**config.mk**
```make
export PLATFORM = sky130hd
export DESIGN_NAME = encoder_8to3_scan
export DESIGN_NICKNAME = d
export VERILOG_FILES = /design/src/rtl/encoder_8to3_scan.sv
export SDC_FILE = /design/constraint.sdc
export NUM_CORES = 1
export LEC_CHECK = 0
export ABC_AREA = 0
export CAP_MARGIN = 20
export CORE_MARGIN = 1
export CORE_UTILIZATION = 41
export DETAILED_ROUTE_END_ITERATION = 12
export PLACE_DENSITY = 0.78
export SYNTH_ARGS = -nofsm -noshare
export SYNTH_HDL_FRONTEND = slang
export SYNTH_SLANG_ARGS = --single-unit
```
**constraint.sdc**
```tcl
create_clock -name clk -period 1.2 [get_ports clk]
set_input_delay 0.18 -clock clk [delete_from_list [all_inputs] [get_ports clk]]
set_output_delay 0.18 -clock clk [all_outputs]
set_load 0.005 [all_outputs]
```
**src/rtl/encoder_8to3_scan.sv**
```systemverilog
// rtl/encoder_8to3_scan.sv - sequential 8-to-3 priority encoder emitting one index per beat
// Define ENCODER_POPCOUNT_EN to add the out_count port (set-bit count of the accepted vector).
module encoder_8to3_scan #(
   parameter bit LSB_FIRST = 1'b1
) (
   input  logic       clk,
   input  logic       rst,
   input  logic       in_valid,
   output logic       in_ready,
   input  logic [7:0] in,
   output logic       out_valid,
   input  logic       out_ready,
   output logic [2:0] out,
   output logic       out_last,
   output logic       out_zero
`ifdef ENCODER_POPCOUNT_EN
   ,
   output logic [3:0] out_count
`endif
);

   typedef enum logic {IDLE, SCAN} state_t;

   state_t     state;
   state_t     state_nxt;
   logic [7:0] pend;
   logic       zero_flag;
   logic [2:0] idx;
   logic       single;
   logic       last;
   logic       xfer;

   always_comb begin
      idx = 3'd0;
      if (LSB_FIRST) begin
         for (int i = 7; i >= 0; i--)
            if (pend[i]) idx = 3'(i);
      end else begin
         for (int i = 0; i < 8; i++)
            if (pend[i]) idx = 3'(i);
      end
   end

   // exactly one bit set: nonzero and clearing the lowest set bit leaves nothing
   assign single = (pend != 8'd0) && ((pend & (pend - 8'd1)) == 8'd0);
   assign last   = zero_flag | single;
   assign xfer   = (state == SCAN) && out_ready;

   always_ff @(posedge clk) begin
      if (rst) state <= IDLE;
      else     state <= state_nxt;
   end

   always_comb begin
      state_nxt = state;
      case (state)
         IDLE:    if (in_valid) state_nxt = SCAN;
         SCAN:    if (out_ready && last) state_nxt = IDLE;
         default: state_nxt = IDLE;
      endcase
   end

   always_comb begin
      in_ready  = (state == IDLE);
      out_valid = (state == SCAN);
      out       = (state == SCAN) ? idx : 3'd0;
      out_last  = (state == SCAN) && last;
      out_zero  = (state == SCAN) && zero_flag;
   end

   always_ff @(posedge clk) begin
      if (rst) begin
         pend      <= 8'd0;
         zero_flag <= 1'b0;
      end else if (state == IDLE && in_valid) begin
         pend      <= in;
         zero_flag <= (in == 8'd0);
      end else if (xfer) begin
         if (last) begin
            pend      <= 8'd0;
            zero_flag <= 1'b0;
         end else begin
            pend      <= pend & ~(8'd1 << idx);
         end
      end
   end

`ifdef ENCODER_POPCOUNT_EN
   logic [3:0] cnt;
   logic [3:0] in_ones;

   always_comb begin
      in_ones = 4'd0;
      for (int i = 0; i < 8; i++)
         in_ones = in_ones + {3'd0, in[i]};
   end

   always_ff @(posedge clk) begin
      if (rst)                           cnt <= 4'd0;
      else if (state == IDLE && in_valid) cnt <= in_ones;
      else if (xfer && last)             cnt <= 4'd0;
   end

   assign out_count = cnt;
`endif

endmodule

```
Word-level counts from Yosys, hierarchy flattened:

Cells that the tools add are included.
Widths: inputs -> output; s select.

* bits in registers: 10
* bits of input ports: 12
* output and inout port bits: 7
* word-level logic and storage cells: 40

* $add $sub $neg: 1
* shift-type cells: 1
* multiplexer cells: 18
* bitwise gates (word level): 5
* reductions and logical operators: 12

Operators by type and width (number)
* $mux 3: 9
* $mux 8: 3
* $and 8x8->8: 2
* $logic_not 8->1: 2
* $not 8->8: 1
* $reduce_bool 8->1: 1
* $shl 1x3->8 const A: 1
* $sub 8x1->8 const B: 1
* $logic_and 1x1->1: 6
* $mux 1: 5
* $reduce_bool 2->1: 2
* $pmux 1 s2: 1
* $reduce_and 2->1: 1
* $not 1->1: 1
* $or 1x1->1: 1

Depth between registers and ports, before layout:

* depth after elaboration: 14
* gate-level depth with buffers: 5
* gate-level depth less buffers: 4

Least setup slack after synthesis:

No wires, ideal clock.

* path type: register to output
* start: register pend[3]
* end: output out_last
* arrival time: 1.193 ns
* data required time: 1.020 ns
* setup slack: -0.173 ns
* stages on the path, launching flop included: 4
* path buffers: 0
* cells stage by stage: dfxtp_1 > nor4_4 > o21ai_0 > a41oi_1

* word-level cells in the longest chain between the ends: 6
* elaborated cells between the ends (all ways): 7
* those cells by class: add/sub (1); bitwise (2); reduce/logical (4)

Ends and longest elaborated chain
* start: declaration: line 26 `logic [7:0] pend;`
* start signal: assignment: line 76 `pend <= in;`
* start signal: assignment: line 83 `pend <= pend & ~(8'd1 << idx);`
* $sub 8x1->8: line 45 `assign single = (pend != 8'd0) && ((pend & (pend - 8'd1)) == 8'd0);`
* $and 8x8->8: line 45
* $logic_not 8->1: line 45
* $logic_and 1x1->1 *: line 45
* $or 1x1->1 *: line 46 `assign last = zero_flag | single;`
* $logic_and 1x1->1 *: line 67 `out_last = (state == SCAN) && last;`
* end: declaration: line 14 `output logic out_last,`

Mark *: on every way between the ends. The rest lies on a longest branch, timed or not.

Final worst setup path:

* start: register pend[0]
* end: output out_last

The elaborated chain is that of the path after synthesis.

==> impl_metrics.env <==
export IMPL_status="finished with violations"
export IMPL_violations="setup timing"
export IMPL_drc_errors=0
export IMPL_std_cell_rows=14
export IMPL_hpwl_mm=1.61
export IMPL_cts_clk_slew_worst_paths_ns=0.07
export IMPL_start_kind="flop"
export IMPL_place_gp_congestion=0.958
export IMPL_placed_cells=140
export IMPL_cts_tree="done"
export IMPL_ys_types=29
export IMPL_fill_cells=73
export IMPL_hold_path_class="primary input to flop"
export IMPL_drive_above_1_share_pct=57.9
export IMPL_worstSetupStartpoint="pend[0]"
export IMPL_synth_nets=102
export IMPL_rr_endpoint="out_valid"
export IMPL_nets=154
export IMPL_initial_core_util_pct=44.2
export IMPL_min_period_ns=1.81
export IMPL_io_buffer_count=18
export IMPL_ys_ff_latch=10
export IMPL_grt_max_degree=10
export IMPL_clock_path_buffers=2
export IMPL_hold_buffers=0
export IMPL_finalSetupViolCount=11
export IMPL_hold_viol_final=0
export IMPL_final_util_pct=88.5
export IMPL_slowest_delay_ns=0.38
export IMPL_syn_area_um2=666
export IMPL_drv_cap=0
export IMPL_clock_skew_ns=0.00378
export IMPL_grt_pass1_vias=990
export IMPL_pwr_density_cell_nw_per_um2=1580
export IMPL_cts_buffers_inserted=3
export IMPL_cp_arrival_ns=1.63
export IMPL_ant_nets=0
export IMPL_clk_latency_ns=0.27
export IMPL_grt_first_pass_wirelength_mm=4.40
export IMPL_slew_viol_final=0
export IMPL_worst_slack_ns=-0.610
export IMPL_n_antenna_cell=0
export IMPL_die_h_um=42.3
export IMPL_path_max_fanout=4
export IMPL_area_delta_synth_final_pct=100
export IMPL_drt_iter0_markers=39
export IMPL_r2r_start="pend[3]"
export IMPL_cellLeakagePower_uw=0.000542
export IMPL_htree_levels=1
export IMPL_die_w_um=42.3
export IMPL_yosysSeqAreaShare_pct=30.1
export IMPL_grt_util_all_layers_pct=32.5
export IMPL_core_um2=1510
export IMPL_reg2reg_depth=7
export IMPL_slew_limit_headroom_pct=78.1
export IMPL_max_slew_worst_pin_slew_ns=0.323
export IMPL_synth_cells=90
export IMPL_root_buffer="clkbuf_4"
export IMPL_postSynthAreaPerCell_um2=7.40
export IMPL_rrSetupSlack_ns=-0.40
export IMPL_io_pins=19
export IMPL_num_vias=966
export IMPL_antenna_found_initial=0
export IMPL_vdd_drop_max_v=0.000993
export IMPL_final_cells=156
export IMPL_endpoint="out_last"
export IMPL_wirelength_mm=3.09
export IMPL_yosys_warnings=0
export IMPL_drt_first_pass_iters=4
export IMPL_viasPerCell=6.19
export IMPL_path_cells="maj3_1 -> o21bai_2 -> o21ai_1 -> a41oi_2 -> buf_2"
export IMPL_overflow=0
export IMPL_clkSinkCount=10
export IMPL_rsz0062_at_grt="true"
export IMPL_cp_required_ns=1.02
export IMPL_timing_final_crit_share_pct=151
export IMPL_fin_setup_tns_ns=-2.89
export IMPL_die_area_um2=1790
export IMPL_max_freq_mhz=552
export IMPL_fin_hold_ws_ns=0.485
export IMPL_cp_end_kind="primary output"
export IMPL_crit_slowest_cell="maj3_1"
export IMPL_critPathKind="flop to primary output"
export IMPL_wl_per_cell_um=19.8
synth_stat cells:
cell type   n  area, µm²
nor2_1     12       45.0
buf_2       2       10.0
nand3_1     3       15.0
nor2b_1     1       6.26
a32oi_1     2       17.5
clkbuf_1    4       15.0
mux2i_1     1       10.0
a221oi_1    1       8.76
nand3b_1    1       7.51
nor4b_1     3       26.3
nor3_1      2       10.0
nand2b_1    2       12.5
nor3b_1     1       7.51
inv_1       4       15.0
nor4_1      3       18.8
a22oi_1     2       15.0
o211ai_1    3       22.5
a41oi_1     1       8.76
mux2_2      1       11.3
nand4b_2    1       15.0
o21ai_0     6       30.0
a21oi_1     9       45.0
dfxtp_1    10        200
o21bai_1    2       15.0
nand4_1     1       6.26
nand2_1     9       33.8
nor4_4      1       21.3
maj3_1      1       10.0
and2_1      1       6.26
state kept, by name, indices dropped and copies added, names as in the netlist:
signal     cells
pend           8
out_valid      1
zero_flag      1
power breakdown:
part | switching (µW) | leakage [µW] | internal (µW) | total [µW]
sequential | 98.0 | 0.0000877 | 400 | 498
combinational | 613 | 0.000440 | 749 | 1360
clock | 127 | 0.0000138 | 116 | 244
placed cells by master, fill, tap and decap left out, drive strengths merged, types with 3 or more instances in the layout:
cell | netlist | layout
nor4 | 4 | 4
clkdlybuf4s50 | 0 | 11
dfxtp | 10 | 10
inv | 4 | 4
nand3 | 3 | 3
buf | 2 | 39
o211ai | 3 | 3
clkbuf | 4 | 5
nor4b | 3 | 3
nand2 | 9 | 9
o21ai | 6 | 6
a21oi | 9 | 9
nor2 | 12 | 12
kinds of logic (layout without fill, tap and decap cells):
group,after synthesis,count (layout),share of synthesized area [%]
AO/OA/AOI/OAI,26,26,24.4
AND/OR/NAND/NOR,41,41,34.8
adder cells (fa/ha/maj),1,1,1.50
buffers and inverters,10,60,6.01
multiplexers,2,2,3.20
flip-flops,10,10,30.1
cell type report:
cell class,count,area (µm²),area share [%]
flip-flops and latches,10,228,17.1
repair buffers,53,458,34.3
inverters,4,20.0,1.50
clock buffers,3,22.5,1.69
multi-input cells,70,586,43.9
well taps,16,20.0,1.50
layer usage:
| metal | global-route usage [%] | part of all wire (%) |
|---|---|---|
| met1 | 35.8 | 40 |
| met2 | 58.5 | 50 |
| met3 | 7.33 | 7.4 |
| met4 | 14.4 | 2.4 |
| met5 | 0 | 0 |
worst max-delay path: cells and delay by family, from the launching register on:
kind,cells,cell delay [ns]
adders and majority gates,1,0.38
AOI/OAI and AO/OA,3,0.47
buffers and inverters,1,0.14
DFF,1,0.37
stage by stage:
stage / instance area, µm² / setup WS, ns / power (µW)
2_1_floorplan: 676 / -0.123 / 858
3_3_place_gp: 1020 / -0.583 / 1280
3_5_place_dp: 1020 / -0.641 / 1310
4_1_cts: 1210 / -0.554 / 1760
5_1_grt: 1330 / -0.683 / 2190
6_report: 1330 / -0.610 / 2100
worst min path at each step:
stage / from / end / cells past startpoint
global route: in[3] / pend[3] / 3
floorplan: in[2] / pend[2] / 2
detailed placement: pend[5] / pend[5] / 2
finish: in[1] / pend[1] / 3
global placement: pend[5] / pend[5] / 2
CTS: in[2] / pend[2] / 3
repair_timing:
item                       in CTS  in global routing
buffers inserted               11                  6
setup endpoints to repair      14                 16
pin swaps                       8                 15
gates resized for setup        53                 33
(Power assumes the default switching activity.)
